<file path="src/rtl/exec_seq_pkg.sv">
`default_nettype none
// ============================================================================
// Module      : exec_seq_pkg
// Description : Shared state encoding, default constants and width helper
//               for the execution sequencer.
// Revision    : 1.0 - initial release
// ============================================================================
package exec_seq_pkg;

    typedef enum logic [1:0] {
        S_RST  = 2'd0,
        S_HALT = 2'd1,
        S_RUN  = 2'd2,
        S_STEP = 2'd3
    } seq_state_t;

    localparam int DEB_CYCLES_DEF = 4;
    localparam int RST_HOLD_DEF   = 8;
    localparam int CNT_W_DEF      = 16;

    // Bits needed to hold every value 0..max_val inclusive.
    function automatic int cnt_width(input int max_val);
        return (max_val < 1) ? 1 : $clog2(max_val + 1);
    endfunction

endpackage
`default_nettype wire

</file>
<file path="src/rtl/exec_sequencer_btn_debounce.sv">
`default_nettype none
// ============================================================================
// Module      : btn_debounce
// Description : Two-flop synchronizer, counting debouncer and rising-edge
//               press pulse for one raw push-button.
// Revision    : 1.0 - initial release
// ============================================================================
module btn_debounce
    import exec_seq_pkg::*;
#(
    parameter int DEB_CYCLES = DEB_CYCLES_DEF
) (
    input  logic clk,
    input  logic rst,
    input  logic i_btn,
    output logic o_press
);

    localparam int               CW         = cnt_width(DEB_CYCLES);
    localparam logic [CW-1:0]    C_DEB_LAST = CW'(DEB_CYCLES - 1);

    logic          sync1_q, sync1_d;
    logic          sync2_q, sync2_d;
    logic          level_q, level_d;
    logic          prev_q,  prev_d;
    logic          press_q, press_d;
    logic [CW-1:0] cnt_q,   cnt_d;

    always_comb begin
        sync1_d = i_btn;
        sync2_d = sync1_q;
        level_d = level_q;
        cnt_d   = '0;
        prev_d  = level_q;
        press_d = level_q & ~prev_q;
        // Any sample agreeing with the held level restarts the stability run.
        if (sync2_q != level_q) begin
            if (cnt_q == C_DEB_LAST) begin
                level_d = sync2_q;
            end else begin
                cnt_d = cnt_q + CW'(1);
            end
        end
    end

    always_ff @(posedge clk or posedge rst) begin
        if (rst) begin
            sync1_q <= 1'b0;
            sync2_q <= 1'b0;
            level_q <= 1'b0;
            prev_q  <= 1'b0;
            press_q <= 1'b0;
            cnt_q   <= '0;
        end else begin
            sync1_q <= sync1_d;
            sync2_q <= sync2_d;
            level_q <= level_d;
            prev_q  <= prev_d;
            press_q <= press_d;
            cnt_q   <= cnt_d;
        end
    end

    assign o_press = press_q;

endmodule
`default_nettype wire

</file>
<file path="src/rtl/exec_sequencer.sv">
`default_nettype none
// ============================================================================
// Module      : exec_sequencer
// Description : Run/halt/step controller driving the datapath clock-enable,
//               reset sequencing and executed-cycle counter.
//               Macro SEQ_SINGLE_STEP_EN builds the single-step path.
// Revision    : 1.0 - initial release
// ============================================================================
module exec_sequencer
    import exec_seq_pkg::*;
#(
    parameter int DEB_CYCLES = DEB_CYCLES_DEF,
    parameter int RST_HOLD   = RST_HOLD_DEF,
    parameter int CNT_W      = CNT_W_DEF
) (
    input  logic             CLOCK,
    input  logic             RESET,
    input  logic             EXEC,
    input  logic             STEP,
    input  logic             HALT_REQ,
    output logic             CPU_EN,
    output logic             RES_SIG,
    output logic             RUNNING,
    output logic [CNT_W-1:0] CYC_CNT
);

    localparam int               HW          = cnt_width(RST_HOLD);
    localparam logic [HW-1:0]    C_HOLD_DONE = HW'(RST_HOLD);
    localparam logic [CNT_W-1:0] C_CYC_MAX   = '1;

    logic w_exec_p;
    logic w_step_p;

    btn_debounce #(.DEB_CYCLES(DEB_CYCLES)) u_exec_deb (
        .clk     (CLOCK),
        .rst     (RESET),
        .i_btn   (EXEC),
        .o_press (w_exec_p)
    );

`ifdef SEQ_SINGLE_STEP_EN
    btn_debounce #(.DEB_CYCLES(DEB_CYCLES)) u_step_deb (
        .clk     (CLOCK),
        .rst     (RESET),
        .i_btn   (STEP),
        .o_press (w_step_p)
    );
`else
    logic w_unused_step;
    assign w_unused_step = STEP;
    assign w_step_p      = 1'b0;
`endif

    seq_state_t       state_q, state_d;
    logic [HW-1:0]    hold_q,  hold_d;
    logic [CNT_W-1:0] cyc_q,   cyc_d;
    logic             cpu_en_q,  cpu_en_d;
    logic             running_q, running_d;
    logic             res_sig_q, res_sig_d;

    always_comb begin
        state_d = state_q;
        hold_d  = hold_q;
        cyc_d   = cyc_q;
        case (state_q)
            S_RST: begin
                if (hold_q == C_HOLD_DONE) begin
                    state_d = S_HALT;
                end else begin
                    hold_d = hold_q + HW'(1);
                end
            end
            S_HALT: begin
                if (w_exec_p) begin
                    state_d = S_RUN;
                end else if (w_step_p) begin
                    state_d = S_STEP;
                end
            end
            S_RUN: begin
                if (w_exec_p || HALT_REQ) begin
                    state_d = S_HALT;
                end
            end
            S_STEP: begin
                state_d = S_HALT;
            end
            default: begin
                state_d = S_RST;
            end
        endcase

        // Counts the enabled cycle that is ending at this edge.
        if (state_q == S_RST) begin
            cyc_d = '0;
        end else if (cpu_en_q && (cyc_q != C_CYC_MAX)) begin
            cyc_d = cyc_q + CNT_W'(1);
        end

        cpu_en_d  = (state_d == S_RUN) || (state_d == S_STEP);
        running_d = (state_d == S_RUN);
        res_sig_d = (state_d == S_RST);
    end

    always_ff @(posedge CLOCK or posedge RESET) begin
        if (RESET) begin
            state_q   <= S_RST;
            hold_q    <= '0;
            cyc_q     <= '0;
            cpu_en_q  <= 1'b0;
            running_q <= 1'b0;
            res_sig_q <= 1'b1;
        end else begin
            state_q   <= state_d;
            hold_q    <= hold_d;
            cyc_q     <= cyc_d;
            cpu_en_q  <= cpu_en_d;
            running_q <= running_d;
            res_sig_q <= res_sig_d;
        end
    end

    assign CPU_EN  = cpu_en_q;
    assign RUNNING = running_q;
    assign RES_SIG = res_sig_q;
    assign CYC_CNT = cyc_q;

endmodule
`default_nettype wire

</file>
<file path="config.mk">
export PLATFORM = sky130hd
export DESIGN_NAME = exec_sequencer
export DESIGN_NICKNAME = d
export VERILOG_FILES = /design/src/rtl/exec_seq_pkg.sv /design/src/rtl/exec_sequencer_btn_debounce.sv /design/src/rtl/exec_sequencer.sv
export SDC_FILE = /design/constraint.sdc
export NUM_CORES = 1
export LEC_CHECK = 0
export ABC_CLOCK_PERIOD_IN_PS = 2029
export BUFFER_PORTS_ARGS = -buffer_cell sky130_fd_sc_hd__buf_2
export CAP_MARGIN = 20
export CORE_MARGIN = 3
export CORE_UTILIZATION = 35
export CTS_CLUSTER_SIZE = 28
export DETAILED_ROUTE_END_ITERATION = 6
export GPL_ROUTABILITY_DRIVEN = 0
export PLACE_DENSITY_LB_ADDON = 0.3
export SLEW_MARGIN = 0
export SYNTH_ARGS = -nofsm -noshare
export SYNTH_HDL_FRONTEND = slang
export SYNTH_SLANG_ARGS = --single-unit
</file>
<file path="constraint.sdc">
create_clock -name CLOCK -period 2.03 [get_ports CLOCK]
set_input_delay 0.406 -clock CLOCK [delete_from_list [all_inputs] [get_ports CLOCK]]
set_output_delay 0.406 -clock CLOCK [all_outputs]
set_load 0.1 [all_outputs]
</file>
==> results_dict.tcl, run 1 <==
set metrics [dict create \
    avgViaCountPerCell 5.682 \
    synth-async-reset-ratio 1.000 \
    drt-initial-drc-count 69 \
    finalClockSkew_ps 5.487 \
    leakagePower_nw 0.8541 \
    min_period_ps 1854 \
    max_stage_delay_ps 500 \
    area_growth_pct 19.63 \
    p_per_area_nw_per_um2 1142 \
    synth-edff-count 0 \
    seq_area_sq_um 830.8 \
    finalHoldViolations 0 \
    syn_area_sq_um 1625 \
    drc 0 \
    ys_ff_latch 32 \
    final_nets 195 \
    crit_buf_inv 1 \
    drive_gt1_frac 0.3316 \
    rsz0062_at_grt "false" \
    clkSlewWorstSetupHoldPaths_ps 70 \
    critical_path_required_ps 2230 \
    synth_seq_area_share 0.4935 \
    n_antenna_cell 0 \
    port-buffer-count 22 \
    arrival_ps 2060 \
    postSynthAreaPerCell_sq_um 10.35 \
    antenna_found_initial 0 \
    r2r_start "CYC_CNT[1]" \
    syn_inst 157 \
    die_area_sq_um 5497 \
    cts_tree "built" \
    path_max_fanout 6 \
    clock_sinks 32 \
    max-slew-margin-rel 0.6198 \
    cts-hold-fix-buffers 0 \
    fmax_mhz 539.3 \
    critPathLaunch "CYC_CNT[1]" \
    cp_cell_sequence "ha_1 -> nand3_2 -> nor4_4 -> buf_4 -> or4b_1 -> a21oi_1" \
    clkLatencyLatePin_ps 290 \
    endpoint_kind "register" \
    critPathTopFamily "simple AND/OR/NAND/NOR gates" \
    cp-start-kind "register" \
    dr_total_vias 1358 \
    routedWlPerCell_um 14.56 \
    yosysTopAreaCell "dfrtp_1" \
    hold_class "in -> async" \
    grt_pass1_vias 1300 \
    fillers 438 \
    fin_util 0.4405 \
    worstSetupPathType "reg -> reg" \
    die_w_um 74.15 \
    core_sq_um 4414 \
    die_h_um 74.15 \
    synth_nets 166 \
    start_util 0.3682 \
    synth_cell_types 48 \
    num_rows 24 \
    status "finished clean" \
    multiInputGateArea_sq_um 767.0 \
    routed_wl_mm 3.480 \
    finalCritPeriodShare 0.9134 \
    cts_max_path_buffers 2 \
    overflow 0 \
    synth_area_leaders "dfrtp_1, nand3_1, nand2_1" \
    cts_htree_levels 2 \
    grt_pass1_wl_mm 5.940 \
    yosysWarnings 0 \
    cap_violations 0 \
    tns_ps 0 \
    fin_total_pwr_mw 2.221 \
    slowest_stage "dfrtp_4" \
    hpwl_mm 2.506 \
    ys.flop_type "dfrtp_1" \
    cts_made_buffers 5 \
    vdd_drop_max_uv 734.9 \
    finalSetupViolCount 0 \
    io_pins 24 \
    slew_violations 0 \
    worst_pin_slew_ps 564.1 \
    ant_nets 0 \
    grt_max_degree 33 \
    clockRootBuffer "clkbuf_8" \
    drtPass1Iterations 4 \
    track_usage 0.1437 \
    yosys.area.top_type_share 0.4773 \
]
==> through the flow <==
stage	setup slack [ps]	hold slack [ps]	instances	instance area (sq um)
after floorplan	14.74	331.2	157	1654
after global placement	144.7	342.5	228	1824
after detailed placement	83.62	347.6	228	1824
after CTS	64.92	201.9	236	1917
after global routing	37.61	204.2	239	1944
final	175.7	185.7	239	1944
==> synthesized netlist by cell type, drive strengths merged, types with 4 or more instances <==
| cell | number |
|---|---|
| nor2b | 4 |
| a21oi | 5 |
| o41ai | 4 |
| buf | 4 |
| nand4 | 8 |
| xnor2 | 4 |
| nor2 | 5 |
| dfrtp | 31 |
| ha | 4 |
| nand3 | 13 |
| inv | 7 |
| o211ai | 4 |
| nand2 | 14 |
| nor3 | 5 |
==> layout by cell type (no fill, tap or decap), types with 3 or more instances in the layout <==
master	n
or4_1	3
o41ai_1	3
buf_2	22
nand2_1	14
nand4_1	7
nor2_1	4
buf_4	7
nor2b_1	4
clkbuf_8	5
ha_1	4
and4_1	3
o211ai_1	4
inv_1	6
nand3_1	12
o21ai_1	3
dfrtp_4	3
xnor2_1	4
a21oi_1	5
nor3_1	5
dfrtp_1	14
dfrtp_2	14
==> worst paths after layout <==
path	to	slack, ps	depth (start not counted)
max	CYC_CNT[10]	180	6
min reg2reg	u_exec_deb.sync2_q	360	0
max reg2reg	CYC_CNT[10]	180	6
min	u_exec_deb.sync1_q	190	3
min in group CLOCK	u_exec_deb.sync1_q	220	1
max in group asynchronous	RES_SIG	1510	3
==> flip-flops by register name, indices dropped and copies added (netlist names) <==
register            cells
u_exec_deb.level_q      1
u_exec_deb.prev_q       1
RES_SIG                 1
RUNNING                 1
state_q                 1
u_exec_deb.o_press      1
hold_q                  4
u_exec_deb.sync1_q      1
CYC_CNT                16
CPU_EN                  1
u_exec_deb.cnt_q        3
u_exec_deb.sync2_q      1
==> where the power goes <==
group | total (mW) | switching [mW] | internal, mW
clock network | 0.492 | 0.250 | 0.242
registers | 0.928 | 0.139 | 0.788
logic | 0.801 | 0.574 | 0.227
total | 2.22 | 0.963 | 1.26
==> cell families after synthesis <==
kind of cell | synth area share
AOI/OAI and AO/OA | 0.1494
buffers and inverters | 0.03772
and+or+nand+nor | 0.2540
muxes | 0.01309
xor gates and xnor gates | 0.02155
DFF | 0.4935
adders and majority gates | 0.03079
==> layout make-up <==
class | instances | area share
multi-input cells | 111 | 0.3945
clock buffers | 5 | 0.03539
clock inverters | 3 | 0.01223
repair buffers | 29 | 0.08366
flip-flops and latches | 32 | 0.4273
inverters | 7 | 0.01351
well taps | 52 | 0.03346
==> worst min-delay path: cells and delay by family <==
family | cells | cell delay [ps]
buffers and inverters | 3 | 490
==> routing by layer <==
layer  GRT usage  share of wire
met4     0.06439          0.020
met2      0.2313           0.49
met1      0.1770           0.43
met3     0.04459          0.062
met5           0              0
==> what timing repair did <==
action / in CTS / in global routing
resized for setup: 0 / 1
buffers inserted: 0 / 3
endpoints found under the setup margin: 0 / 6
Note: power is estimated with default switching activity, not from simulation.
==> inputs of run 2 (changes only) <==
CELL_PAD_IN_SITES_DETAIL_PLACEMENT = 2   (was unset)
CELL_PAD_IN_SITES_GLOBAL_PLACEMENT = 2   (was unset)
==> results_dict.tcl, run 2 (same netlist as run 1, synthesis figures left out) <==
set metrics [dict create \
    final_nets 201 \
    cap_violations 0 \
    multiInputGateArea_sq_um 778.2 \
    grt_max_degree 33 \
    final_cell_mix "buf_2, dfrtp_2, dfrtp_1, nand2_1, buf_4" \
    drtPass1Iterations 4 \
    cts_made_buffers 5 \
    vdd_drop_max_uv 711.0 \
    rsz0062_at_grt "false" \
    cts_tree "built" \
    avgViaCountPerCell 5.890 \
    io_pins 24 \
    fillers 476 \
    max-slew-margin-rel 0.6640 \
    drc 0 \
    p_per_area_nw_per_um2 1208 \
    finalCritPeriodShare 0.9257 \
    port-buffer-count 22 \
    post-place-ws_ps 50.12 \
    grt_pass1_vias 1534 \
    leakagePower_nw 0.8999 \
    routed_wl_mm 4.843 \
    track_usage 0.1992 \
    slew_violations 0 \
    cts_htree_levels 2 \
    setup_ws_ps 150.7 \
    rrSetupSlack_ps 150 \
    finalSetupViolCount 0 \
    grt_pass1_wl_mm 8.169 \
    met1_length_mm 2.029 \
    routedWlPerCell_um 19.77 \
    cts-hold-fix-buffers 0 \
    min_period_ps 1879 \
    clock_sinks 32 \
    hold_class "in -> async" \
    seq_area_sq_um 830.8 \
    top_layer_used "met4" \
    path_max_fanout 6 \
    arrival_ps 2090 \
    slowest_stage "dfrtp_4" \
    area_growth_pct 24.48 \
    n_antenna_cell 0 \
    r2r_cells 6 \
    clockRootBuffer "clkbuf_8" \
    tns_ps 0 \
    cts_max_path_buffers 2 \
    r2r_start "CYC_CNT[1]" \
    start_util 0.3682 \
    ant_nets 0 \
    cp-start-kind "register" \
    met3_length_um 166 \
    finalClockSkew_ps 2.691 \
    rr_endpoint "CYC_CNT[10]" \
    die_w_um 74.15 \
    overflow 0 \
    num_rows 24 \
    drt-initial-drc-count 125 \
    cp_cell_sequence "ha_1 -> nand3_2 -> nor4_4 -> buf_4 -> or4b_1 -> a21oi_1" \
    worstSetupPathType "reg -> reg" \
    critical_path_required_ps 2240 \
    antenna_found_initial 0 \
    fmax_mhz 532.1 \
    endpoint_kind "register" \
    wl_met2_mm 2.543 \
    hpwl_mm 3.385 \
    layout_commonest_cell "buf_2" \
    clkLatencyLatePin_ps 290 \
    die_area_sq_um 5497 \
    finalHoldViolations 0 \
    core_sq_um 4414 \
    status "finished clean" \
    drive_gt1_frac 0.3523 \
    worst_pin_slew_ps 499.4 \
    largest_register_ffs 16 \
    die_h_um 74.15 \
    max_stage_delay_ps 510 \
    dr_total_vias 1443 \
    clkSlewWorstSetupHoldPaths_ps 80 \
]
run 2: cell count changes in the layout (fill, tap and decap cells not counted):
| cell | previous run | this run |
|---|---|---|
| bufinv_16 | 0 | 1 |
| inv_6 | 0 | 1 |
| clkinv_4 | 1 | 0 |
| o41ai_2 | 1 | 0 |
| buf_4 | 7 | 13 |
| o41ai_4 | 0 | 1 |
| clkinvlp_4 | 2 | 1 |
run 2: timing repair:
item / 4_1_cts / 5_1_grt
setup endpoints to repair: 1 / 4
pin swaps: 1 / 1
resized for setup: 0 / 2
buffers inserted: 3 / 0
endpoints found under the hold margin: 0 / 0
run 2: where the power goes:
| group | internal, mW | switching [mW] | total, mW |
|---|---|---|---|
| registers | 0.788 | 0.151 | 0.939 |
| clock network | 0.370 | 0.272 | 0.642 |
| logic | 0.254 | 0.610 | 0.864 |
run 2: worst max path at each step:
stage | start | to | cells past startpoint
floorplan | CYC_CNT[8] | CYC_CNT[7] | 5
global placement | CYC_CNT[1] | CYC_CNT[7] | 5
detailed placement | CYC_CNT[1] | CYC_CNT[7] | 5
CTS | CYC_CNT[1] | CYC_CNT[10] | 6
global route | CYC_CNT[1] | CYC_CNT[10] | 6
finish | CYC_CNT[1] | CYC_CNT[10] | 6
run 2: layout make-up:
class,count,share of cell area
clock inverters,3,0.02288
well taps,52,0.03216
flip-flops and latches,32,0.4106
multi-input cells,111,0.3847
inverters,7,0.01299
clock buffers,5,0.03401
repair buffers,35,0.1027
run 2: metal layers:
metal | global-route usage | vias to the layer above
met1 | 0.2447 | 739
li1 | - | 663
met4 | 0.06640 | 0
met3 | 0.04324 | 10
met2 | 0.3455 | 31
met5 | 0 | -
run 2: per-stage QoR:
stage | util | hold WS (ps) | std cells | total power [mW] | area (sq um)
floorplan | - | 331.2 | 157 | 1.565 | 1654
global placement | 0.4235 | 337.6 | 234 | 1.759 | 1869
detailed placement | 0.4235 | 340.3 | 234 | 1.809 | 1869
CTS | 0.4546 | 210.7 | 245 | 2.467 | 2007
global route | 0.4583 | 205.4 | 245 | 2.608 | 2023
finish | 0.4583 | 204.4 | 245 | 2.445 | 2023
run 2: critical path, delay by kind of cell (launching register included):
kind | cells | cell delay [ps]
AOI/OAI and AO/OA | 1 | 150
adders and majority gates | 1 | 250
buffers and inverters | 1 | 160
DFF | 1 | 510
and+or+nand+nor | 3 | 720
